[src/rtl/vector_list_writer_if.sv]
// Point stream from the vector producer into vector_list_writer.
// The source side drives the point fields; the writer answers with in_ready.
interface vector_list_writer_if #(
  parameter int XY_WIDTH = 8
);
  logic                in_valid;
  logic                in_ready;
  logic [XY_WIDTH-1:0] in_x;
  logic [XY_WIDTH-1:0] in_y;
  logic                in_draw;
  logic                in_pos;
  logic                in_last;

  modport master (
    output in_valid, in_x, in_y, in_draw, in_pos, in_last,
    input  in_ready
  );

  modport slave (
    input  in_valid, in_x, in_y, in_draw, in_pos, in_last,
    output in_ready
  );
endinterface

[src/rtl/vector_list_writer.sv]
// Writes a {x,y,draw,pos} point stream into a ping-pong vector RAM; frames commit by bank swap.
// Define VECTOR_SWAP_SYNC_EN to hold each swap until the reader reports the end of a pass (rd_wrap).
module vector_list_writer #(
  parameter int XY_WIDTH     = 8,
  parameter int DEPTH        = 32,
  parameter int ADDRESSWIDTH = 16
) (
  input  logic                      clk,
  input  logic                      rst,
  input  logic                      clear,
  input  logic                      rd_wrap,
  vector_list_writer_if.slave       pt,
  output logic                      we,
  output logic [ADDRESSWIDTH-1:0]   a,
  output logic [2*XY_WIDTH+1:0]     din,
  output logic                      rd_bank,
  output logic [$clog2(DEPTH):0]    frame_len,
  output logic                      frame_done,
  output logic                      overflow
);

  localparam int IW = $clog2(DEPTH);

`ifdef VECTOR_SWAP_SYNC_EN
  typedef enum logic [1:0] {
    FILL      = 2'd0,
    SWAP      = 2'd1,
    WAIT_SWAP = 2'd2
  } state_t;
`else
  typedef enum logic [1:0] {
    FILL = 2'd0,
    SWAP = 2'd1
  } state_t;

  logic unused_rd_wrap;
  assign unused_rd_wrap = rd_wrap;
`endif

  state_t      state;
  state_t      state_nxt;
  logic        running;
  logic        wr_bank;
  logic [IW:0] idx;
  logic [IW:0] len;

  logic ready;
  logic accept;
  logic store;
  logic commit;
  logic abort;

  assign pt.in_ready = ready;

  always_ff @(posedge clk or negedge rst) begin
    if (!rst) state <= FILL;
    else      state <= state_nxt;
  end

  always_comb begin
    state_nxt = state;
    ready     = 1'b0;
    accept    = 1'b0;
    store     = 1'b0;
    commit    = 1'b0;
    abort     = 1'b0;
    unique case (state)
      FILL: begin
        // running keeps in_ready low for the first cycle out of reset
        ready = running && !clear;
        if (clear) begin
          abort = 1'b1;
        end else if (pt.in_valid && ready) begin
          accept = 1'b1;
          // idx never exceeds DEPTH, so its top bit alone marks a full bank
          store  = !idx[IW];
          if (pt.in_last) begin
`ifdef VECTOR_SWAP_SYNC_EN
            state_nxt = WAIT_SWAP;
`else
            state_nxt = SWAP;
`endif
          end
        end
      end
      SWAP: begin
        commit    = 1'b1;
        state_nxt = FILL;
      end
`ifdef VECTOR_SWAP_SYNC_EN
      WAIT_SWAP: begin
        if (clear) begin
          abort     = 1'b1;
          state_nxt = FILL;
        end else if (rd_wrap) begin
          commit    = 1'b1;
          state_nxt = FILL;
        end
      end
`endif
      default: state_nxt = FILL;
    endcase
  end

  always_ff @(posedge clk or negedge rst) begin
    if (!rst) begin
      running    <= 1'b0;
      we         <= 1'b0;
      a          <= '0;
      din        <= '0;
      rd_bank    <= 1'b1;
      wr_bank    <= 1'b0;
      frame_len  <= '0;
      frame_done <= 1'b0;
      overflow   <= 1'b0;
      idx        <= '0;
      len        <= '0;
    end else begin
      running    <= 1'b1;
      we         <= store;
      frame_done <= commit;
      if (store) begin
        a   <= ADDRESSWIDTH'({wr_bank, idx[IW-1:0]});
        din <= {pt.in_y, pt.in_x, pt.in_draw, pt.in_pos};
        idx <= idx + (IW+1)'(1);
      end
      if (accept && !store) overflow <= 1'b1;
      if (accept && pt.in_last) len <= store ? idx + (IW+1)'(1) : idx;
      if (commit) begin
        rd_bank   <= wr_bank;
        wr_bank   <= ~wr_bank;
        frame_len <= len;
        idx       <= '0;
        overflow  <= 1'b0;
      end
      if (abort) begin
        idx      <= '0;
        overflow <= 1'b0;
      end
    end
  end

endmodule

[src/flat_wrapper.sv]
// flat-port wrapper written by rule: the top's interface ports become plain ports
module vector_list_writer_flat 
#(
  parameter int XY_WIDTH     = 8,
  parameter int DEPTH        = 32,
  parameter int ADDRESSWIDTH = 16
)
  (clk, rst, clear, rd_wrap, we, a, din, rd_bank, frame_len, frame_done, overflow, pt_in_valid, pt_in_x, pt_in_y, pt_in_draw, pt_in_pos, pt_in_last, pt_in_ready);
  vector_list_writer_if #(.XY_WIDTH(XY_WIDTH)) pt_i ();
  input  logic clk;
  input  logic rst;
  input  logic clear;
  input  logic rd_wrap;
  output logic we;
  output logic [ADDRESSWIDTH-1:0] a;
  output logic [2*XY_WIDTH+1:0] din;
  output logic rd_bank;
  output logic [$clog2(DEPTH):0] frame_len;
  output logic frame_done;
  output logic overflow;
  input wire logic [$bits(pt_i.in_valid)-1:0] pt_in_valid;
  input wire logic [$bits(pt_i.in_x)-1:0] pt_in_x;
  input wire logic [$bits(pt_i.in_y)-1:0] pt_in_y;
  input wire logic [$bits(pt_i.in_draw)-1:0] pt_in_draw;
  input wire logic [$bits(pt_i.in_pos)-1:0] pt_in_pos;
  input wire logic [$bits(pt_i.in_last)-1:0] pt_in_last;
  output wire logic [$bits(pt_i.in_ready)-1:0] pt_in_ready;
  assign pt_i.in_valid = pt_in_valid;
  assign pt_i.in_x = pt_in_x;
  assign pt_i.in_y = pt_in_y;
  assign pt_i.in_draw = pt_in_draw;
  assign pt_i.in_pos = pt_in_pos;
  assign pt_i.in_last = pt_in_last;
  assign pt_in_ready = pt_i.in_ready;
  vector_list_writer #(.XY_WIDTH(XY_WIDTH), .DEPTH(DEPTH), .ADDRESSWIDTH(ADDRESSWIDTH)) u_core (.clk(clk), .rst(rst), .clear(clear), .rd_wrap(rd_wrap), .pt(pt_i), .we(we), .a(a), .din(din), .rd_bank(rd_bank), .frame_len(frame_len), .frame_done(frame_done), .overflow(overflow));
endmodule
[config.mk]
export PLATFORM = sky130hd
export DESIGN_NAME = vector_list_writer_flat
export DESIGN_NICKNAME = d
export VERILOG_FILES = /design/src/rtl/vector_list_writer_if.sv /design/src/rtl/vector_list_writer.sv /design/src/flat_wrapper.sv
export SDC_FILE = /design/constraint.sdc
export NUM_CORES = 1
export LEC_CHECK = 0
export BUFFER_PORTS_ARGS = -buffer_cell sky130_fd_sc_hd__buf_4
export CORE_MARGIN = 1.5
export CORE_UTILIZATION = 45
export CTS_CLUSTER_DIAMETER = 50
export DETAILED_ROUTE_END_ITERATION = 16
export PLACE_DENSITY_LB_ADDON = 0.08
export SYNTH_ARGS = -nofsm -noshare
export SYNTH_HDL_FRONTEND = slang
export SYNTH_SLANG_ARGS = --single-unit
[constraint.sdc]
create_clock -name clk -period 1.5 [get_ports clk]
set_input_delay 0.075 -clock clk [delete_from_list [all_inputs] [get_ports clk]]
set_output_delay 0.075 -clock clk [all_outputs]
set_load 0.03 [all_outputs]
==> results of run 1 <==
power by group through the flow:
stage                     Combinational, mW  Sequential, mW  Clock [mW]
after floorplan                       0.336            2.00           0
after global placement                 1.04            1.66           0
after detailed placement               1.05            1.68           0
after CTS                              1.06            1.65       0.755
after global routing                   1.11            1.68       0.799
final                                  1.05            1.65       0.725
flip-flops by register name (all words and copies together), names as in the netlist, 6 cells and up:
signal and count:
u_core.len 6, u_core.frame_len 6, u_core.a 6, u_core.idx 6
u_core.din 18
cell type report:
type / count / area share [%]
Sequential cell: 49 / 44.61
Multi-Input combinational cell: 90 / 29.51
Timing Repair Buffer: 69 / 20.01
Clock buffer: 8 / 2.910
Tap cell: 54 / 2.456
Inverter: 3 / 0.5002
routing by layer:
metal  wire (um)  up-vias  GRT usage [%]
met5           0        -              0
met3         244        7          4.444
li1            -      638              -
met1        1665      671          20.73
met2        2041       47          28.29
met4          58        0          5.870
cells by family (layout without fill, tap and decap cells):
| family | count (synthesis) | after routing |
|---|---|---|
| multiplexers | 36 | 36 |
| other | 2 | 11 |
| AO/OA/AOI/OAI | 17 | 17 |
| AND/OR/NAND/NOR | 21 | 21 |
| XOR/XNOR | 4 | 4 |
| buffers and inverters | 19 | 80 |
| flip-flops | 49 | 49 |
| adder cells (fa/ha/maj) | 1 | 1 |
worst max-delay path: cells and delay by family, from the launching register on:
kind / cells / cell delay (ns)
buffers and inverters: 2 / 0.23
and+or+nand+nor: 2 / 0.42
DFF: 1 / 0.38
muxes: 1 / 0.31
cells in the final DEF (no fill, tap or decap), types with 3 or more instances in the layout:
master | Yosys | final
mux2_2 | 10 | 10
buf_4 | 10 | 64
nand2_1 | 3 | 3
xnor2_1 | 3 | 3
mux2_4 | 20 | 20
clkbuf_8 | 0 | 5
conb_1 | 2 | 11
mux2_1 | 4 | 4
a31oi_1 | 4 | 4
a21oi_1 | 6 | 6
o31ai_1 | 3 | 3
dfrtp_1 | 48 | 48
dlygate4sd3_1 | 0 | 3
or3_1 | 3 | 3
nand3_1 | 3 | 3
clkbuf_1 | 1 | 3
nor2_1 | 3 | 3
per-stage QoR:
| step | setup slack (ns) | hold slack, ns | util (%) |
|---|---|---|---|
| detailed placement | 0.05730 | 0.1324 | 56.67 |
| global route | 0.003213 | 0.001950 | 59.03 |
| finish | 0.05292 | 0.009795 | 59.03 |
| floorplan | 0.05535 | -0.2206 | - |
| CTS | 0.04944 | 0.0002379 | 59.03 |
| global placement | 0.07570 | 0.1145 | 56.67 |
path summary, 6_finish.rpt:
| path | end | slack [ns] | depth (start not counted) |
|---|---|---|---|
| worst min-delay path | u_core.din[2] | 0.01 | 2 |
| max in group asynchronous | u_core.overflow | 0.76 | 2 |
| worst max-delay path | u_core.din[15] | 0.05 | 5 |
| min in group asynchronous | u_core.din[3] | 0.33 | 2 |
| worst min register to register | u_core.wr_bank | 0.49 | 1 |
| worst max register to register | u_core.din[15] | 0.05 | 5 |
timing repair:
action / 4_1_cts / 5_1_grt
hold buffers: 3 / 0
hold endpoints to repair: 50 / 0
endpoints found under the setup margin: 0 / 0
==> impl_metrics.csv, run 1 <==
group,metric,value,unit
logic_synthesis,synth_cells,149,
setup_path,r2r_start,"u_core.state[0]",
pwr,sw_frac_of_total,31.75,%
logic_synthesis,synthSimpleGateAreaFrac,6.489,%
logic_synthesis,synth_edf_count,0,
grt,antenna_found_initial,0,
finish,final_nets,243,
timing,worst_pin_slew,0.6101,ns
placement,hpwl,2.884,mm
logic_synthesis,synth_compound_area_share,4.867,%
setup_path,crit_start,"u_core.state[0]",
drt,wirelength,4.010,mm
setup_path,end_kind,"flip-flop",
logic_synthesis,ys_top_cells_by_count,"dfrtp_1 (48), mux2_4 (20), buf_4 (10), mux2_2 (10), a21oi_1 (6)",
pwr,pwr-share-clk,21.2,%
timing,setup_viol,0,
clock_tree,cts_resized,0,
placement,placed_cell_area,0.002641,mm2
setup_path,worstSetupPathType,"flip-flop to flip-flop",
clock_tree,cts-htree-levels,2,
clock_tree,cts-root-buf,"clkbuf_8",
placement,place_inst,262,
setup_path,cp.arrival,1.63,ns
finish,final_cells,273,
grt,grt_usage,16.71,%
setup_path,critPathRequiredTime,1.68,ns
timing,fin_tns_setup,0,ns
logic_synthesis,yosys-top-cells-area,"dfrtp_1 (56%), mux2_4 (14%), mux2_2 (5.2%)",
floorplan,core_area,0.004661,mm2
pwr,p_per_area,1246,mW/mm2
clock_tree,post_cts.repair.setup_buffers,0,
logic_synthesis,synth_most_common_cell,"dfrtp_1",
timing,finClkSkew,0.002063,ns
timing,slew_headroom,59.33,%
floorplan,fp.dieArea,0.005224,mm2
floorplan,die_h,72.28,um
finish,design_area,0.002751,mm2
logic_synthesis,ys_types,35,
logic_synthesis,ys.warnings.count,0,
clock_tree,clock_sinks,49,
drt,first_iter_violations,33,
min_path,hp-start,"pt_in_x[0]",
grt,grt_pass1_vias,1411,
grt,grt_max_degree,50,
setup_path,cp_slowest_stage_delay,0.38,ns
logic_synthesis,synth_top_area_share,55.62,%
clock_tree,clk_path_buf_depth,2,
finish,drive_above_1_share,48.40,%
pwr,p_comb_share,30.7,%
floorplan,die_w,72.28,um
drt,viasPerCell,4.993,
clock_tree,cts_tree,"yes",
setup_path,cp_max_fo,10,
grt,grt_pass1_wl,6.665,mm
floorplan,ioPinCount,69,
logic_synthesis,muxShareOfSynthArea,22.13,%
timing,drv_slew,0,
placement,gp_congestion,0.8238,
finish,multi_input_area,812.0,um2
drt,via_count,1363,
logic_synthesis,synth_top_family_by_area,"multiplexers",
timing,fin_crit,1.447,ns
timing,period_share,96.47,%
min_path,hold_class,"input pin to flip-flop",
logic_synthesis,synth_adder_area_share,0.5794,%
placement,place.port_buffers,57,
setup_path,cp-start-kind,"flip-flop",
finish,diodes,0,
finish,nFillCells,396,
timing,hold_viol,0,
logic_synthesis,async_flop_share,100.0,%
floorplan,rows,25,
status,status,"finished clean",
pwr,irDropWorstVdd,0.4512,mV
timing,rsz0062_at_grt,"false",
logic_synthesis,synth_area_leader_cell,"dfrtp_1",
run,maxCapViolCount,0,
finish,seq_area,0.001227,mm2
finish,syn_to_final_growth,27.40,%
pwr,seq_power_share,48.2,%
logic_synthesis,ys.flop_type,"dfrtp_1",
clock_tree,clk_pin_slew,0.08,ns
floorplan,start_util,46.34,%
setup_path,crit_chain,"and4bb_4, nand2_4, inv_4, buf_12, mux2_4",
logic_synthesis,ys_seq_elements,49,
drt,antenna_left,0,
pwr,p_int,2.339,mW
logic_synthesis,synth_area_per_cell,14.49,um2
drt,wl_per_cell,14.69,um
timing,fmaxAchievable,691.0,MHz
logic_synthesis,synth_xor_area_share,1.622,%
drt,drc,0,
setup_path,crit_path_top_delay_cell,"dfrtp_1",
pwr,p_leak,1.365,nW
drt,dr.pass1.iters,4,
grt,grt_remaining_overflow,0,
pwr,p_switching,1.088,mW
clock_tree,clkLatencyLatePin,0.29,ns
pwr,finalPower,3.428,mW
logic_synthesis,synth_area,0.002160,mm2
logic_synthesis,synth-seq-area-share,56.84,%
clock_tree,cts_made_buffers,5,
Note: power is estimated with default switching activity, not from simulation.
==> inputs of run 2 (changes only) <==
CORE_ASPECT_RATIO = 0.9   (was unset)
==> impl_metrics.csv, run 2 (synthesized netlist as in run 1, its figures left out) <==
group,metric,value,unit
status,status,"finished clean",
clock_tree,clkLatencyLatePin,0.30,ns
drt,viasPerCell,4.820,
timing,whs,0.01508,ns
clock_tree,cts_made_buffers,5,
min_path,min_to,"u_core.len[5]",
pwr,p_int,2.521,mW
finish,drive_above_1_share,46.98,%
setup_path,cp_slowest_stage_delay,0.40,ns
placement,place.port_buffers,57,
drt,routed-wl-met2,2.122,mm
finish,final_common_cell,"buf_4",
floorplan,die_h,68.72,um
setup_path,path_delay_family,"compound AO/OA/AOI/OAI gates",
pwr,p_switching,1.120,mW
setup_path,worst_r2r_endpoint,"u_core.idx[0]",
min_path,hold_class,"input pin to flip-flop",
pwr,seq_power_share,45.5,%
grt,grt_max_degree,50,
timing,drv_slew,0,
setup_path,cp-start-kind,"flip-flop",
pwr,pwr-share-clk,24.9,%
clock_tree,cts-htree-levels,2,
setup_path,cp_max_fo,12,
min_path,hp-start,"pt_in_last",
finish,final_nets,256,
setup_path,r2r_cells,4,
finish,largest_reg_flops,18,
drt,first_iter_violations,94,
setup_path,end_kind,"flip-flop",
drt,wl_per_cell,14.41,um
floorplan,die_w,76.02,um
setup_path,worstSetupPathType,"flip-flop to flip-flop",
min_path,hold_depth,2,
pwr,irDropWorstVdd,0.6733,mV
drt,antenna_left,0,
finish,syn_to_final_growth,34.70,%
grt,grt_usage,16.21,%
finish,diodes,0,
placement,placed_cell_area,0.002619,mm2
timing,setup_viol,0,
run,maxCapViolCount,0,
timing,fmaxAchievable,689.0,MHz
floorplan,ioPinCount,69,
setup_path,crit_chain,"buf_4, or2_0, o31ai_1, a21oi_1",
clock_tree,post_cts.repair.setup_buffers,0,
clock_tree,clock_sinks,49,
drt,wl_met3,214,um
finish,final_cell_mix,"buf_4 (65), dfrtp_1 (48), mux2_4 (20)",
setup_path,path_depth,4,
finish,nFillCells,349,
grt,grt_remaining_overflow,0,
floorplan,fp.dieArea,0.005224,mm2
drt,wl_met1,1.877,mm
floorplan,rows,23,
finish,largest_register,"u_core.din",
grt,grt_pass1_wl,6.382,mm
timing,worst_pin_slew,0.5993,ns
timing,fin_crit,1.451,ns
drt,top_layer,"met4",
clock_tree,clk_pin_slew,0.09,ns
timing,hold_viol,0,
drt,dr.pass1.iters,4,
timing,rsz0062_at_grt,"false",
placement,hpwl,2.823,mm
drt,via_count,1417,
pwr,sw_frac_of_total,30.76,%
pwr,p_leak,1.430,nW
placement,pre_cts_slack,-0.05678,ns
timing,finClkSkew,0.009328,ns
setup_path,cp.arrival,1.62,ns
timing,period_share,96.76,%
pwr,p_per_area,1252,mW/mm2
placement,gp_congestion,0.8987,
finish,design_area,0.002909,mm2
timing,setup_slack,0.04859,ns
grt,antenna_found_initial,0,
floorplan,core_area,0.004547,mm2
floorplan,start_util,47.50,%
setup_path,cp.buffers_inverters,1,
setup_path,critPathRequiredTime,1.67,ns
setup_path,crit_path_top_delay_cell,"dfrtp_1",
pwr,p_comb_share,29.6,%
clock_tree,cts-root-buf,"clkbuf_8",
setup_path,r2r_setup_slack,0.05,ns
clock_tree,cts_tree,"yes",
drt,wirelength,4.238,mm
timing,slew_headroom,60.05,%
clock_tree,clk_path_buf_depth,2,
pwr,finalPower,3.641,mW
grt,grt_pass1_vias,1345,
drt,drc,0,
setup_path,r2r_start,"u_core.state[0]",
## run 2: power groups by stage
stage / sequential (mW) / combinational (mW) / clock (mW)
3_5_place_dp: 1.68 / 1.04 / 0
3_3_place_gp: 1.67 / 1.03 / 0
5_1_grt: 1.69 / 1.13 / 1.01
6_report: 1.66 / 1.08 / 0.907
2_1_floorplan: 2.00 / 0.336 / 0
4_1_cts: 1.66 / 1.07 / 0.935
## run 2: final cells by class
cell class | instances | area [um2] | share of cell area [%]
Timing Repair Buffer | 82 | 658.1 | 22.62
Multi-Input combinational cell | 90 | 819.5 | 28.17
Clock buffer | 6 | 72.57 | 2.495
Inverter | 3 | 18.77 | 0.6452
Sequential cell | 49 | 1227 | 42.19
Clock inverter | 2 | 35.03 | 1.204
Tap cell | 62 | 77.57 | 2.667
## run 2: per-layer routing
metal / GRT usage, % / up-vias
li1: - / 666
met5: 0 / -
met2: 28.15 / 50
met1: 20.10 / 699
met3: 5.526 / 2
met4: 3.472 / 0
## run 2: timing repair
item	4_1_cts	5_1_grt
hold buffers	12	5
gates cloned	0	0
endpoints found under the hold margin	59	5
setup endpoints to repair	18	7
pin swaps	0	1
resized for setup	2	2
## run 2: worst max-delay path by stage
| stage | to | slack [ns] | startpoint |
|---|---|---|---|
| 5_1_grt | u_core.idx[0] | 0.02 | u_core.state[0] |
| 3_5_place_dp | u_core.din[6] | -0.06 | u_core.state[0] |
| 6_report | u_core.idx[0] | 0.05 | u_core.state[0] |
| 3_3_place_gp | u_core.din[9] | -0.02 | u_core.state[0] |
| 4_1_cts | pt_in_ready | 0.02 | u_core.state[0] |
| 2_1_floorplan | u_core.din[0] | 0.06 | u_core.state[0] |
## run 2: metrics by stage
step,TNS (ns),util (%),instances
5_1_grt,0,63.98,294
6_report,0,63.98,294
2_1_floorplan,0,-,158
4_1_cts,0,62.71,289
3_5_place_dp,-0.8956,57.59,269
3_3_place_gp,-0.3846,57.59,269
